## src/rtl/imm_field_encoder_pkg.sv

```systemverilog
// Shared immediate-type codes and stage-1 record for the immediate field encoder.
// The codes mirror ITYPE/STYPE/BTYPE/UTYPE/JTYPE from the shared Parameters.v header.
package imm_field_encoder_pkg;

    typedef enum logic [2:0] {
        IMM_I = 3'd0,
        IMM_S = 3'd1,
        IMM_B = 3'd2,
        IMM_U = 3'd3,
        IMM_J = 3'd4
    } imm_type_e;

    typedef struct packed {
        logic [2:0]  itype;
        logic [31:0] base;
        logic [31:0] inst;
        logic        err;
    } stage1_t;

    function automatic logic is_known_type(input logic [2:0] t);
        return (t <= 3'd4);
    endfunction

endpackage

```

## src/rtl/imm_field_encoder_scatter.sv

```systemverilog
// Combinational scatter of an immediate into the RV32I fields of a base instruction.
// The representability check exists only when IMM_RANGE_CHECK_EN is defined.
module imm_field_scatter
    import imm_field_encoder_pkg::*;
(
    input  logic [2:0]  in_type,
    input  logic [31:0] in_imm,
    input  logic [31:0] in_inst,
    output logic [31:0] inst,
    output logic        err
);

    always_comb begin
        inst = in_inst;
        case (in_type)
            IMM_I: inst[31:20] = in_imm[11:0];
            IMM_S: begin
                inst[31:25] = in_imm[11:5];
                inst[11:7]  = in_imm[4:0];
            end
            IMM_B: begin
                inst[31]    = in_imm[12];
                inst[30:25] = in_imm[10:5];
                inst[11:8]  = in_imm[4:1];
                inst[7]     = in_imm[11];
            end
            IMM_U: inst[31:12] = in_imm[31:12];
            IMM_J: begin
                inst[31]    = in_imm[20];
                inst[30:21] = in_imm[10:1];
                inst[20]    = in_imm[11];
                inst[19:12] = in_imm[19:12];
            end
            default: inst = in_inst;
        endcase
    end

`ifdef IMM_RANGE_CHECK_EN
    // An immediate fits when every discarded high bit equals the field's sign bit.
    always_comb begin
        err = 1'b0;
        case (in_type)
            IMM_I, IMM_S: err = !((&in_imm[31:11]) || !(|in_imm[31:11]));
            IMM_B: err = !((&in_imm[31:12]) || !(|in_imm[31:12])) || in_imm[0];
            IMM_U: err = |in_imm[11:0];
            IMM_J: err = !((&in_imm[31:20]) || !(|in_imm[31:20])) || in_imm[0];
            default: err = 1'b1;
        endcase
    end
`else
    assign err = 1'b0;
`endif

endmodule

```

## src/rtl/imm_field_encoder.sv

```systemverilog
// Two-stage valid/ready pipeline that patches an immediate into an instruction word.
// Define IMM_RANGE_CHECK_EN to enable the range check, out_err and err_count.
module imm_field_encoder
    import imm_field_encoder_pkg::*;
(
    input  logic        clk,
    input  logic        rst_n,
    input  logic        in_valid,
    output logic        in_ready,
    input  logic [2:0]  in_type,
    input  logic [31:0] in_imm,
    input  logic [31:0] in_inst,
    output logic        out_valid,
    input  logic        out_ready,
    output logic [31:0] out_inst,
    output logic        out_err,
    output logic [7:0]  err_count
);

    logic [31:0] scat_inst;
    logic        scat_err;

    logic        s1_valid_q, s1_valid_d;
    stage1_t     s1_q, s1_d;
    logic        s2_valid_q, s2_valid_d;
    logic [31:0] s2_inst_q, s2_inst_d;
    logic        s2_err_q, s2_err_d;
    logic        s1_load, s2_load;

    imm_field_scatter u_scatter (
        .in_type (in_type),
        .in_imm  (in_imm),
        .in_inst (in_inst),
        .inst    (scat_inst),
        .err     (scat_err)
    );

    always_comb begin
        s2_load    = !s2_valid_q || out_ready;
        s1_load    = !s1_valid_q || s2_load;
        in_ready   = s1_load;

        s1_valid_d = s1_valid_q;
        s1_d       = s1_q;
        if (s1_load) begin
            s1_valid_d = in_valid;
            if (in_valid) begin
                s1_d = '{itype: in_type, base: in_inst, inst: scat_inst, err: scat_err};
            end
        end

        s2_valid_d = s2_valid_q;
        s2_inst_d  = s2_inst_q;
        s2_err_d   = s2_err_q;
        // Unknown types forward the registered base word untouched.
        if (s2_load) begin
            s2_valid_d = s1_valid_q;
            if (s1_valid_q) begin
                s2_inst_d = is_known_type(s1_q.itype) ? s1_q.inst : s1_q.base;
                s2_err_d  = s1_q.err;
            end
        end
    end

    always_ff @(posedge clk) begin
        if (!rst_n) begin
            s1_valid_q <= 1'b0;
            s1_q       <= '0;
            s2_valid_q <= 1'b0;
            s2_inst_q  <= '0;
            s2_err_q   <= 1'b0;
        end else begin
            s1_valid_q <= s1_valid_d;
            s1_q       <= s1_d;
            s2_valid_q <= s2_valid_d;
            s2_inst_q  <= s2_inst_d;
            s2_err_q   <= s2_err_d;
        end
    end

    assign out_valid = s2_valid_q;
    assign out_inst  = s2_inst_q;
    assign out_err   = s2_err_q;

`ifdef IMM_RANGE_CHECK_EN
    logic [7:0] err_count_q, err_count_d;

    always_comb begin
        err_count_d = err_count_q;
        if (s2_valid_q && out_ready && s2_err_q && (err_count_q != 8'hFF)) begin
            err_count_d = err_count_q + 8'd1;
        end
    end

    always_ff @(posedge clk) begin
        if (!rst_n) begin
            err_count_q <= 8'd0;
        end else begin
            err_count_q <= err_count_d;
        end
    end

    assign err_count = err_count_q;
`else
    assign err_count = 8'd0;
`endif

endmodule

```

## config.mk

```make
export PLATFORM = sky130hd
export DESIGN_NAME = imm_field_encoder
export DESIGN_NICKNAME = d
export VERILOG_FILES = /design/src/rtl/imm_field_encoder_pkg.sv /design/src/rtl/imm_field_encoder_scatter.sv /design/src/rtl/imm_field_encoder.sv
export SDC_FILE = /design/constraint.sdc
export NUM_CORES = 1
export LEC_CHECK = 0
export ABC_CLOCK_PERIOD_IN_PS = 1420
export CAP_MARGIN = 20
export CELL_PAD_IN_SITES_DETAIL_PLACEMENT = 2
export CELL_PAD_IN_SITES_GLOBAL_PLACEMENT = 2
export CORE_MARGIN = 2
export CORE_UTILIZATION = 25
export CTS_CLUSTER_SIZE = 30
export DETAILED_ROUTE_END_ITERATION = 8
export HOLD_SLACK_MARGIN = 0.12
export PLACE_DENSITY = 0.74
export SETUP_SLACK_MARGIN = 0.2
export SYNTH_ARGS = -nofsm -noshare
export SYNTH_HDL_FRONTEND = slang
export SYNTH_SLANG_ARGS = --single-unit
export TNS_END_PERCENT = 5
```

## constraint.sdc

```tcl
create_clock -name clk -period 1.42 [get_ports clk]
set_clock_uncertainty 0.05 [all_clocks]
set_input_delay 0.284 -clock clk [delete_from_list [all_inputs] [get_ports clk]]
set_output_delay 0.284 -clock clk [all_outputs]
set_load 0.005 [all_outputs]
```

# --- After elaboration in Yosys (flattened, before gate mapping) ---
# Cells that the tools add are included.
totals:
  ramBits: 0
  mem_count: 0
  ff_bits: 101
  in_bits: 71
  latch_bits: 0
  output_inout_bits: 43
  mem_bits_ro: 0
classes:
  muxes: 5
  eq_ne: 4
  addsub: 0
  n_div: 0
  shifts: 0
  reduce_logical: 9
  n_lt_le_gt_ge: 1
  multipliers: 0
  bitwise: 0
ops:
  columns: ["op", "n"]
  rows:
  - ["$mux 32", 1]
  - ["$pmux 7 s4", 1]
  - ["$pmux 5 s3", 1]
  - ["$pmux 5 s2", 1]
  - ["$mux 8", 1]
  - ["$eq 3x2->1 const B", 2]
  - ["$reduce_and 2->1", 2]
  - ["$reduce_or 2->1", 2]
  - ["$eq 3x1->1 const B", 1]
  - ["$eq 3x3->1 const B", 1]
  - ["$le 3x3->1 const B", 1]
  - ["$logic_not 3->1", 1]
  - ["$logic_not 1->1", 2]
  - ["$logic_or 1x1->1", 2]

# --- Depth between registers and ports, before layout ---
depth:
  ltp_word: 4
  depth_mapped: 7

# --- By module ---
# From an unflattened synthesis, not the netlist that was laid out.
hier_totals:
  hier_cells: 599
  area_unflattened_um2: 5047.3
modules_own_cells:
  columns: ["module", "seq_area_each_um2", "n_inst", "area_per_inst_um2", "cells_each"]
  rows:
  - ["imm_field_encoder", 2062.0, 1, 4299.1, 501]
  - ["imm_field_scatter", 0.0, 1, 748.2, 98]

# --- Least setup slack after synthesis ---
# Ideal clock, no wire load.
synth_path:
  path_kind: "input-to-reg"
  start: "input port in_type[0]"
  end: "register s1_q[13] (netlist name)"
  n_path_buf: 2
  slack_ps: -104
  path_stages: 6
  t_required_ps: 1237
  arrival_time_ps: 1342
  path_cell_list: "buf_6 > or2_1 > buf_6 > mux2i_4 > mux2i_1 > a21oi_1"
synth_via:
  elab_chain_len: 3
  word_cells_on_any_way: 4
  classes_between: "2 x eq/ne; 1 x mux; 1 x reduce/logical"
synth_lines:
  columns: ["element", "line", "text"]
  rows:
  - ["from (decl)", "imm_field_encoder.sv:10", "input logic [2:0] in_type,"]
  - ["$eq 3x2->1 or $eq 3x3->1 (tied branches)", "imm_field_encoder_scatter.sv:15", "case (in_type)"]
  - ["$reduce_or 2->1 (no line) (*)", null, null]
  - ["$mux 8 (*)", "imm_field_encoder_scatter.sv:15", null]
  - ["to (signal assigned)", "imm_field_encoder.sv:68", "s1_q <= '0;"]
  - ["to (signal assigned)", "imm_field_encoder.sv:74", "s1_q <= s1_d;"]
  - ["to (decl)", "imm_field_encoder.sv:24", "stage1_t s1_q, s1_d;"]
# Every way passes the cells marked *; elsewhere a longest branch is shown, timed or not.
# A chain may end at the register's enable or synchronous reset.

# --- Worst setup path after layout ---
layout_path:
  start: "register s2_valid_q, in the netlist out_valid"
  end: "register s1_q[20] (netlist name)"
layout_via:
  elab_chain_len: 4
layout_lines:
  columns: ["element", "line", "text"]
  rows:
  - ["from (decl)", "imm_field_encoder.sv:25", "logic s2_valid_q, s2_valid_d;"]
  - ["from (signal assigned)", "imm_field_encoder.sv:75", "s2_valid_q <= s2_valid_d;"]
  - ["$logic_not 1->1", "imm_field_encoder.sv:39", "s2_load = !s2_valid_q || out_ready;"]
  - ["$logic_or 1x1->1", "imm_field_encoder.sv:39", null]
  - ["$logic_or 1x1->1", "imm_field_encoder.sv:40", "s1_load = !s1_valid_q || s2_load;"]
  - ["$reduce_and 2->1 (no line)", null, null]
# No other way between the ends.

==> metrics.txt <==
Initial DRT Pass Iterations 4; initial antenna violation count 2; final slew viol count 0; gr usage total 17.8%; Netlist cell types 35; TritonCTS Buffers 9; Syn Std Cell Area 4130 sq um; hold wc startpoint rst_n; Remaining DRCs 0; CTS Sinks 94; reg2reg end s1_q[20]; number of global-route vias before repair 4421; first-pass GRT wire length 24.7 mm; Yosys top cell area share 45.6%; Critical path origin out_valid; Critical R2R Launch out_valid; die height 133 um; Setup TNS -682 ps; die footprint 17600 sq um; Place WS -660 ps; ys async rst share 0%; Layout Nets 670; core region area 16000 sq um; slowest stage cell, crit path dfxtp_2; CP cell instances nand3b_1 > buf_4 > and2_4 > buf_12 > buf_8 > clkbuf_16 > a21oi_2; Vias 3983; Yosys reg bits 94; Clock transition at path regs 70 ps; status finished with violations; compound-cell area share of the yosys netlist 23.2%; Worst Setup EP s1_q[20]; crit share post-route 104%; initial core utilization 25.8%; worst reg2reg setup slack -60 ps; Setup crit start kind flop; Main synth FF type dfxtp_1; CTS tree built; final antenna-violating net count 0; row cnt 46; Final Wtd Congestion 0.771; cts-stage hold buffer count 0; largest family of logic cells by synthesized area compound AO/OA/AOI/OAI gates; Clock Path Buffers 2; Hold Vio Cnt, Final 0; CP max FO 5; synth warn 0; Top Family by Delay on Critical Path buffers and inverters; syn avg cell area 8.77 sq um; most frequent cells after synthesis nand2_1, dfxtp_1, mux2i_1, a21boi_0, o21ai_0; failing checks negative setup slack; critical path type flop to flop; setup violators final 18; Worst-Skew Late Latency 350 ps; post-synth top area cell dfxtp_1; max cap viols 0; xor and xnor area share after synthesis 0.212%; Peak VDD IR 0.554 mV; Syn Inst Count 471; Post-synth EDFFs 0; Levels on crit path 7; Power Density 1050 nW/um^2; top-count cell post-synth nand2_1; Area Growth Syn to Fin 55.3%; synth top area cells dfxtp_1, mux2i_1, nand2_1; largest net degree at the start of global routing 38; post-synthesis mux area share 13.3%; fmax 677 MHz; Final WS setup -56.9 ps; grt ovf 0; Leak 0.00270 uW; num ports 114; Overall Power 6700 uW; simple-gate area share of the yosys netlist 11.8%; WP buf/inv 4; PortBufs 104; H-tree levels 3; DR iter-0 viols 119; fill count 1731; HPWL Detailed 10.4 mm; Routed WL 15.7 mm; die width 133 um; post-DR vias/cell 4.85; crit-path max cell delay 340 ps; RSZ-0062 raised after global routing yes; fin crit period 1480 ps; Required @ worst endpoint 1650 ps; Critical Path AT 1710 ps; ratio of cells with drive above 1 in the final layout 35.6%; worst r2r path cells 7; clock root buffer master clkbuf_16; endpoint class of the critical path flop; Worst Hold Class input pin to flop; Adder-Cell Fraction of Synth Area 0%; WL/cell 19.1 um; sequential area share after synthesis 45.6%
==> per-layer routing <==
metal / global-route usage [%] / share of wire, %
met5: 0 / 0
met4: 5.44 / 1.3
met3: 4.10 / 4.2
met2: 32.1 / 52
met1: 21.0 / 43
==> worst min-delay path: stages <==
cell and delay [ps]:
buf_2 190, o21ai_2 90, a21oi_1 40
==> power breakdown <==
part	switching (uW)	leakage (uW)	internal [uW]
registers	115	0.000789	2820
clock network	1100	0.000149	1420
logic	587	0.00176	652
==> how the worst min path moves through the flow <==
stage,to,slack [ps],cells after the start
floorplan,s1_valid_q,370,2
global placement,out_inst[6],400,2
detailed placement,s1_q[37],410,2
CTS,s1_q[21],230,3
global route,s1_q[21],260,3
finish,s1_q[21],250,3
==> what timing repair did <==
item	4_1_cts	5_1_grt
setup endpoints to repair	126	106
pin swaps	48	24
resized for setup	253	74
cloned	4	2
buffers inserted	5	1
==> metrics by stage <==
step	cell area [sq um]	cells	hold slack, ps	utilization, %
2_1_floorplan	4160	479	373	-
3_3_place_gp	5660	792	398	35.4
3_5_place_dp	5660	792	408	35.4
4_1_cts	6310	817	234	39.4
5_1_grt	6410	820	264	40.1
6_report	6410	821	254	40.1
==> cell families after synthesis <==
kind of cell | after synthesis
other cells | 1
simple gates | 121
flops | 94
compound gates | 152
buf+inv | 49
xor+xnor | 1
mux | 53
==> cell type report <==
cell class	instances	area, sq um	area share, %
Clock inverter	6	68.8	1.07
Sequential cell	94	1930	30.0
Clock buffer	10	239	3.73
Timing Repair Buffer	156	1530	23.9
Antenna cell	1	2.50	0.0390
Inverter	2	7.51	0.117
Multi-Input combinational cell	336	2360	36.9
Tap cell	216	270	4.21
==> flip-flops by register name, indices dropped and copies added (netlist names) <==
register	flops
s1_q	60
out_inst	32
s1_valid_q	1
out_valid	1
==> cells in the final DEF, fill, tap and decap left out, types with 3 or more instances in the layout <==
| master | instances |
|---|---|
| buf_2 | 29 |
| nand3_1 | 6 |
| o211a_1 | 6 |
| buf_6 | 3 |
| buf_12 | 11 |
| mux2i_2 | 6 |
| conb_1 | 9 |
| buf_16 | 4 |
| a21boi_1 | 37 |
| clkdlybuf4s50_1 | 65 |
| clkbuf_2 | 6 |
| dfxtp_1 | 59 |
| o21ai_2 | 7 |
| nand2_1 | 72 |
| o21ai_0 | 23 |
| o21ai_1 | 11 |
| o21ai_4 | 3 |
| mux2_2 | 4 |
| a21oi_2 | 12 |
| mux2i_1 | 39 |
| a21oi_4 | 3 |
| o2111ai_1 | 6 |
| a21boi_0 | 3 |
| buf_4 | 30 |
| a21boi_2 | 4 |
| a21oi_1 | 26 |
| nor2_1 | 9 |
| a211oi_2 | 4 |
| mux2i_4 | 4 |
| clkbuf_16 | 11 |
| dfxtp_2 | 35 |
| nand2_2 | 21 |
Note: power is estimated with default switching activity, not from simulation.
